<file path="src/rtl/serial_logic_arbiter_if.sv">
// Request/operand/result bundle between two requesters and the
// bit-serial logic arbiter.
interface serial_logic_arbiter_if #(
  parameter int WIDTH = 8
);
  logic             req0;
  logic             req1;
  logic [1:0]       op0;
  logic [1:0]       op1;
  logic [WIDTH-1:0] a0;
  logic [WIDTH-1:0] b0;
  logic [WIDTH-1:0] a1;
  logic [WIDTH-1:0] b1;
  logic             gnt0;
  logic             gnt1;
  logic             busy;
  logic             done;
  logic             done_id;
  logic [WIDTH-1:0] result;

  modport master (
    output req0, req1, op0, op1,
    output a0, b0, a1, b1,
    input  gnt0, gnt1, busy,
    input  done, done_id, result
  );

  modport slave (
    input  req0, req1, op0, op1,
    input  a0, b0, a1, b1,
    output gnt0, gnt1, busy,
    output done, done_id, result
  );
endinterface

</file>
<file path="src/rtl/serial_logic_arbiter.sv">
// Two-port round-robin arbiter driving a 1-bit logic unit,
// LSB first, one bit per cycle, with a registered result word.
module serial_logic_arbiter #(
  parameter int WIDTH = 8
) (
  input  logic                  clk,
  input  logic                  rst_n,
  serial_logic_arbiter_if.slave bus
);
  localparam int CW = $clog2(WIDTH);
  localparam logic [CW-1:0] LAST = CW'(WIDTH - 1);

  typedef enum logic [1:0] {
    IDLE,
    RUN,
    DONE
  } state_e;

  state_e           state_q, state_d;
  logic [1:0]       op_q, op_d;
  logic [WIDTH-1:0] a_q, a_d;
  logic [WIDTH-1:0] b_q, b_d;
  logic [WIDTH-1:0] sr_q, sr_d;
  logic [WIDTH-1:0] result_q, result_d;
  logic [CW-1:0]    cnt_q, cnt_d;
  logic             id_q, id_d;
  logic             last_q, last_d;
  logic             gnt0_q, gnt0_d;
  logic             gnt1_q, gnt1_d;
  logic             busy_q, busy_d;
  logic             done_q, done_d;
  logic             done_id_q, done_id_d;
  logic             bit_a;
  logic             bit_b;
  logic             bit_fn;
  logic             pick;

  assign bit_a = a_q[cnt_q];
  assign bit_b = b_q[cnt_q];

  // op[1] and op[0] are the two decoder select inputs
  always_comb begin
    bit_fn = 1'b0;
    unique case (1'b1)
      (!op_q[1] && !op_q[0]): bit_fn = bit_a & bit_b;
      (!op_q[1] &&  op_q[0]): bit_fn = bit_a ^ bit_b;
      ( op_q[1] && !op_q[0]): bit_fn = bit_a | bit_b;
      ( op_q[1] &&  op_q[0]): bit_fn = ~bit_a;
      default:                bit_fn = 1'b0;
    endcase
  end

  always_comb begin
    state_d   = state_q;
    op_d      = op_q;
    a_d       = a_q;
    b_d       = b_q;
    sr_d      = sr_q;
    result_d  = result_q;
    cnt_d     = cnt_q;
    id_d      = id_q;
    last_d    = last_q;
    gnt0_d    = 1'b0;
    gnt1_d    = 1'b0;
    done_d    = 1'b0;
    done_id_d = done_id_q;
    // on a tie, the port that did not win last time goes next
    pick      = bus.req1 & (~bus.req0 | ~last_q);
    unique case (state_q)
      IDLE: begin
        if (bus.req0 || bus.req1) begin
          id_d    = pick;
          last_d  = pick;
          op_d    = pick ? bus.op1 : bus.op0;
          a_d     = pick ? bus.a1  : bus.a0;
          b_d     = pick ? bus.b1  : bus.b0;
          cnt_d   = '0;
          gnt0_d  = ~pick;
          gnt1_d  = pick;
          state_d = RUN;
        end
      end
      RUN: begin
        sr_d  = {bit_fn, sr_q[WIDTH-1:1]};
        cnt_d = cnt_q + 1'b1;
        if (cnt_q == LAST) begin
          result_d  = sr_d;
          done_d    = 1'b1;
          done_id_d = id_q;
          cnt_d     = '0;
          state_d   = DONE;
        end
      end
      DONE: begin
        state_d = IDLE;
      end
      default: begin
        state_d = IDLE;
      end
    endcase
    busy_d = (state_d != IDLE);
  end

  always_ff @(posedge clk or negedge rst_n) begin
    if (!rst_n) begin
      state_q   <= IDLE;
      op_q      <= '0;
      a_q       <= '0;
      b_q       <= '0;
      sr_q      <= '0;
      result_q  <= '0;
      cnt_q     <= '0;
      id_q      <= 1'b0;
      last_q    <= 1'b1;
      gnt0_q    <= 1'b0;
      gnt1_q    <= 1'b0;
      busy_q    <= 1'b0;
      done_q    <= 1'b0;
      done_id_q <= 1'b0;
    end else begin
      state_q   <= state_d;
      op_q      <= op_d;
      a_q       <= a_d;
      b_q       <= b_d;
      sr_q      <= sr_d;
      result_q  <= result_d;
      cnt_q     <= cnt_d;
      id_q      <= id_d;
      last_q    <= last_d;
      gnt0_q    <= gnt0_d;
      gnt1_q    <= gnt1_d;
      busy_q    <= busy_d;
      done_q    <= done_d;
      done_id_q <= done_id_d;
    end
  end

  assign bus.gnt0    = gnt0_q;
  assign bus.gnt1    = gnt1_q;
  assign bus.busy    = busy_q;
  assign bus.done    = done_q;
  assign bus.done_id = done_id_q;
  assign bus.result  = result_q;
endmodule

</file>
<file path="src/flat_wrapper.sv">
// flat-port wrapper written by rule: the top's interface ports become plain ports
module serial_logic_arbiter_flat 
#(
  parameter int WIDTH = 8
)
  (clk, rst_n, bus_req0, bus_req1, bus_op0, bus_op1, bus_a0, bus_b0, bus_a1, bus_b1, bus_gnt0, bus_gnt1, bus_busy, bus_done, bus_done_id, bus_result);
  serial_logic_arbiter_if #(.WIDTH(WIDTH)) bus_i ();
  input  logic clk;
  input  logic rst_n;
  input wire logic [$bits(bus_i.req0)-1:0] bus_req0;
  input wire logic [$bits(bus_i.req1)-1:0] bus_req1;
  input wire logic [$bits(bus_i.op0)-1:0] bus_op0;
  input wire logic [$bits(bus_i.op1)-1:0] bus_op1;
  input wire logic [$bits(bus_i.a0)-1:0] bus_a0;
  input wire logic [$bits(bus_i.b0)-1:0] bus_b0;
  input wire logic [$bits(bus_i.a1)-1:0] bus_a1;
  input wire logic [$bits(bus_i.b1)-1:0] bus_b1;
  output wire logic [$bits(bus_i.gnt0)-1:0] bus_gnt0;
  output wire logic [$bits(bus_i.gnt1)-1:0] bus_gnt1;
  output wire logic [$bits(bus_i.busy)-1:0] bus_busy;
  output wire logic [$bits(bus_i.done)-1:0] bus_done;
  output wire logic [$bits(bus_i.done_id)-1:0] bus_done_id;
  output wire logic [$bits(bus_i.result)-1:0] bus_result;
  assign bus_i.req0 = bus_req0;
  assign bus_i.req1 = bus_req1;
  assign bus_i.op0 = bus_op0;
  assign bus_i.op1 = bus_op1;
  assign bus_i.a0 = bus_a0;
  assign bus_i.b0 = bus_b0;
  assign bus_i.a1 = bus_a1;
  assign bus_i.b1 = bus_b1;
  assign bus_gnt0 = bus_i.gnt0;
  assign bus_gnt1 = bus_i.gnt1;
  assign bus_busy = bus_i.busy;
  assign bus_done = bus_i.done;
  assign bus_done_id = bus_i.done_id;
  assign bus_result = bus_i.result;
  serial_logic_arbiter #(.WIDTH(WIDTH)) u_core (.clk(clk), .rst_n(rst_n), .bus(bus_i));
endmodule
</file>
<file path="config.mk">
export PLATFORM = sky130hd
export DESIGN_NAME = serial_logic_arbiter_flat
export DESIGN_NICKNAME = d
export VERILOG_FILES = /design/src/rtl/serial_logic_arbiter_if.sv /design/src/rtl/serial_logic_arbiter.sv /design/src/flat_wrapper.sv
export SDC_FILE = /design/constraint.sdc
export NUM_CORES = 1
export LEC_CHECK = 0
export CAP_MARGIN = 25
export CORE_ASPECT_RATIO = 0.75
export CORE_MARGIN = 1.5
export CORE_UTILIZATION = 48
export CTS_CLUSTER_DIAMETER = 200
export DETAILED_ROUTE_END_ITERATION = 12
export GPL_ROUTABILITY_DRIVEN = 1
export PLACE_DENSITY = 0.78
export SLEW_MARGIN = 20
export SYNTH_ARGS = -nofsm -noshare
export SYNTH_HDL_FRONTEND = slang
export SYNTH_SLANG_ARGS = --single-unit
export TNS_END_PERCENT = 20
</file>
<file path="constraint.sdc">
create_clock -name clk -period 2.8 [get_ports clk]
set_input_delay 0.84 -clock clk [delete_from_list [all_inputs] [get_ports clk]]
set_output_delay 0.84 -clock clk [all_outputs]
set_load 0.03 [all_outputs]
</file>
==> impl_metrics.py <==
metrics = {
    "clocking": {
        "cts_buffers": 5,
        "clockBufferDepth": 2,
        "holdBufCountCts": 0,
        "cts_root_buf": "clkbuf_8",
        "cts_resized": 0,
        "cts_max_level": 2,
        "postCtsSetupRepairBufs": 0,
        "clk_latency_ns": 0.29,
        "cts_sinks": 45,
        "cts_tree": "yes",
        "cts.clk_slew.worst_paths_ns": 0.08,
    },
    "synth": {
        "synth.top_cell.area_share": 0.540,
        "muxShareOfSynthArea": 0.117,
        "synthDistinctLibCells": 29,
        "synth_top_family_by_area": "simple AND/OR/NAND/NOR gates",
        "synth-simple-area-share": 0.163,
        "synth-compound-area-share": 0.110,
        "yosysWarningCount": 0,
        "netlist_area_sq_um": 2040,
        "synth_xor_area_frac": 0,
        "synth_fa_ha_area_frac": 0.0246,
        "syn_area_per_cell_sq_um": 10.5,
        "yosysSeqAreaShare": 0.553,
        "synth_nets": 239,
        "synth-main-ff-cell": "dfrtp_1",
        "synth_edf_count": 0,
        "synth_area_leader_cell": "dfrtp_1",
        "syn_inst": 195,
        "ys_async_sr_fraction": 1.00,
        "ys_seq_elements": 45,
        "synthTopCellsByArea": "dfrtp_1 (54%), nand2_1 (11%), mux4_1 (5.2%), mux2_2 (5.0%), a31oi_1 (4.6%)",
    },
    "job": {
        "maxCapViolCount": 0,
    },
    "finish": {
        "nets": 292,
        "area.growth.synth_to_final_pct": 33.6,
        "final_area_sq_um": 2720,
        "fin_util": 0.672,
        "final_cells": 304,
        "antennaDiodeCount": 0,
        "drive_above_1_share": 0.112,
    },
    "routing": {
        "ant_nets": 0,
        "vias_per_cell": 5.18,
        "vias": 1575,
        "routed_wl_um": 4160,
        "drt_iter0_markers": 100,
        "dr.pass1.iters": 4,
        "drcViolationCount": 0,
        "post_drt_wl_per_cell_um": 13.7,
    },
    "sta": {
        "finalSetupTns_ns": 0,
        "slew_violations": 0,
        "setup_ws_ns": 0.386,
        "fin_crit_sh": 0.862,
        "period_needed_ns": 2.41,
        "slew_headroom": 0.559,
        "fmax_mhz": 414,
        "hold_viol": 0,
        "fin_hold_ws_ns": 0.475,
        "clock_skew_ns": 0.00633,
        "rsz0062_at_grt": "no",
        "finalSetupViolCount": 0,
        "tightest_slew_ns": 0.657,
    },
    "pwr": {
        "ir_worst_vdd_mv": 0.521,
        "power_leakage_nw": 1.23,
        "powerDensity_nw_per_um2": 1100,
        "finalPower_mw": 3.01,
    },
    "floorplan": {
        "io_pins": 53,
        "core_sq_um": 4050,
        "die-area_sq_um": 4650,
        "die_h_um": 59.4,
        "initial_core_util": 0.503,
        "dieWidth_um": 78.2,
        "rows": 20,
    },
    "worst_setup_path": {
        "crit_path_top_delay_cell": "mux4_1",
        "cp-start-kind": "flip-flop",
        "critPathRequiredTime_ns": 2.97,
        "crit_type": "flip-flop to flip-flop",
        "crit_chain": "mux4_1 > mux2i_1 > ha_1 > mux2_2 > o221ai_2 > o21ai_2",
        "critPathBufInv": 0,
        "cp_max_fo": 7,
        "max_stage_delay_ns": 0.60,
        "crit_arrival_ns": 2.58,
        "critical-path-top-delay-family": "multiplexers",
        "end_kind": "flip-flop",
    },
    "place": {
        "place_ws_ns": 0.398,
        "postPlaceCellArea_sq_um": 2610,
        "post-place-cells": 296,
        "port_buffers": 52,
        "finalWeightedCongestion": 0.746,
        "place_hpwl_um": 3010,
    },
    "grt": {
        "grt_pass1_wl_um": 7200,
        "antenna_found_initial": 0,
        "overflow": 0,
        "grt_pass1_vias": 1560,
        "grt_use_total": 0.203,
        "grt_max_degree": 46,
    },
    "worst_hold_path": {
        "hold_class": "flip-flop to flip-flop",
    },
    "outcome": {
        "status": "completed",
    },
}
## synthesized netlist by cell type (2+ instances only)
library cell  number
o21ai_2            2
a32oi_1            3
clkbuf_1           8
a31oi_1           15
o21ai_0            4
mux2_2             9
ha_1               4
a21o_1             2
dfrtp_1           44
mux4_1             4
nor2_1            17
nand2_1           62
inv_1              5
## cells in the final DEF, fill, tap and decap left out, types with 3 or more instances in the layout
cell	Yosys	routed
a31oi_1	15	15
a32oi_1	3	3
buf_4	0	4
clkbuf_8	0	6
clkdlybuf4s50_1	0	51
dfrtp_1	44	44
ha_1	4	4
inv_1	5	5
mux2_2	9	9
mux4_1	4	4
nand2_1	62	62
nor2_1	17	17
o21ai_0	4	4
## worst paths after layout
kind | start | end | slack (ns) | cells past startpoint
min reg2reg | u_core.b_q[6] | u_core.b_q[6] | 0.47 | 2
min | u_core.b_q[6] | u_core.b_q[6] | 0.47 | 2
max | u_core.cnt_q[0] | u_core.sr_q[7] | 0.39 | 6
max reg2reg | u_core.cnt_q[0] | u_core.sr_q[7] | 0.39 | 6
max in group asynchronous | rst_n | u_core.last_q | 1.79 | 2
min in group asynchronous | rst_n | u_core.bus.gnt0 | 0.61 | 2
## worst min-delay path, stage by stage, from the launching register on
cell	delay, ns
dfrtp_1	0.35
nand2_1	0.05
nand2_1	0.04
## cell families (layout without fill, tap and decap cells)
kind of cell	count (synthesis)	in the layout
compound gates	32	32
flops	45	45
buf+inv	15	69
mux	15	15
fa+ha+maj	4	4
simple gates	84	84
## state kept, by name, indices dropped and copies added, names as in the netlist, 2 cells and up
name / count
u_core.a_q: 8
u_core.b_q: 8
u_core.bus.result: 8
u_core.cnt_q: 3
u_core.op_q: 2
u_core.sr_q: 7
u_core.state_q: 2
## final cells by class
type                            instances  area, sq um
Fill cell                             318         1330
Clock inverter                          1         30.0
Sequential cell                        45         1130
Clock buffer                            7         86.3
Multi-Input combinational cell        135          846
Inverter                                5         18.8
Tap cell                               55         68.8
Timing Repair Buffer                   56          546
## power breakdown
part,internal [mW],switching (mW),leakage (nW)
clock network,0.291,0.207,0.0585
logic,0.637,0.697,0.637
registers,0.956,0.218,0.539
total,1.88,1.12,1.23
## layer usage
layer | wire (um) | GRT usage | vias to the layer above
li1 | - | - | 770
met1 | 2000 | 0.277 | 765
met2 | 1970 | 0.327 | 36
met3 | 150 | 0.0446 | 4
met4 | 36 | 0.0714 | 0
met5 | 0 | 0 | -
(Power assumes the default switching activity.)
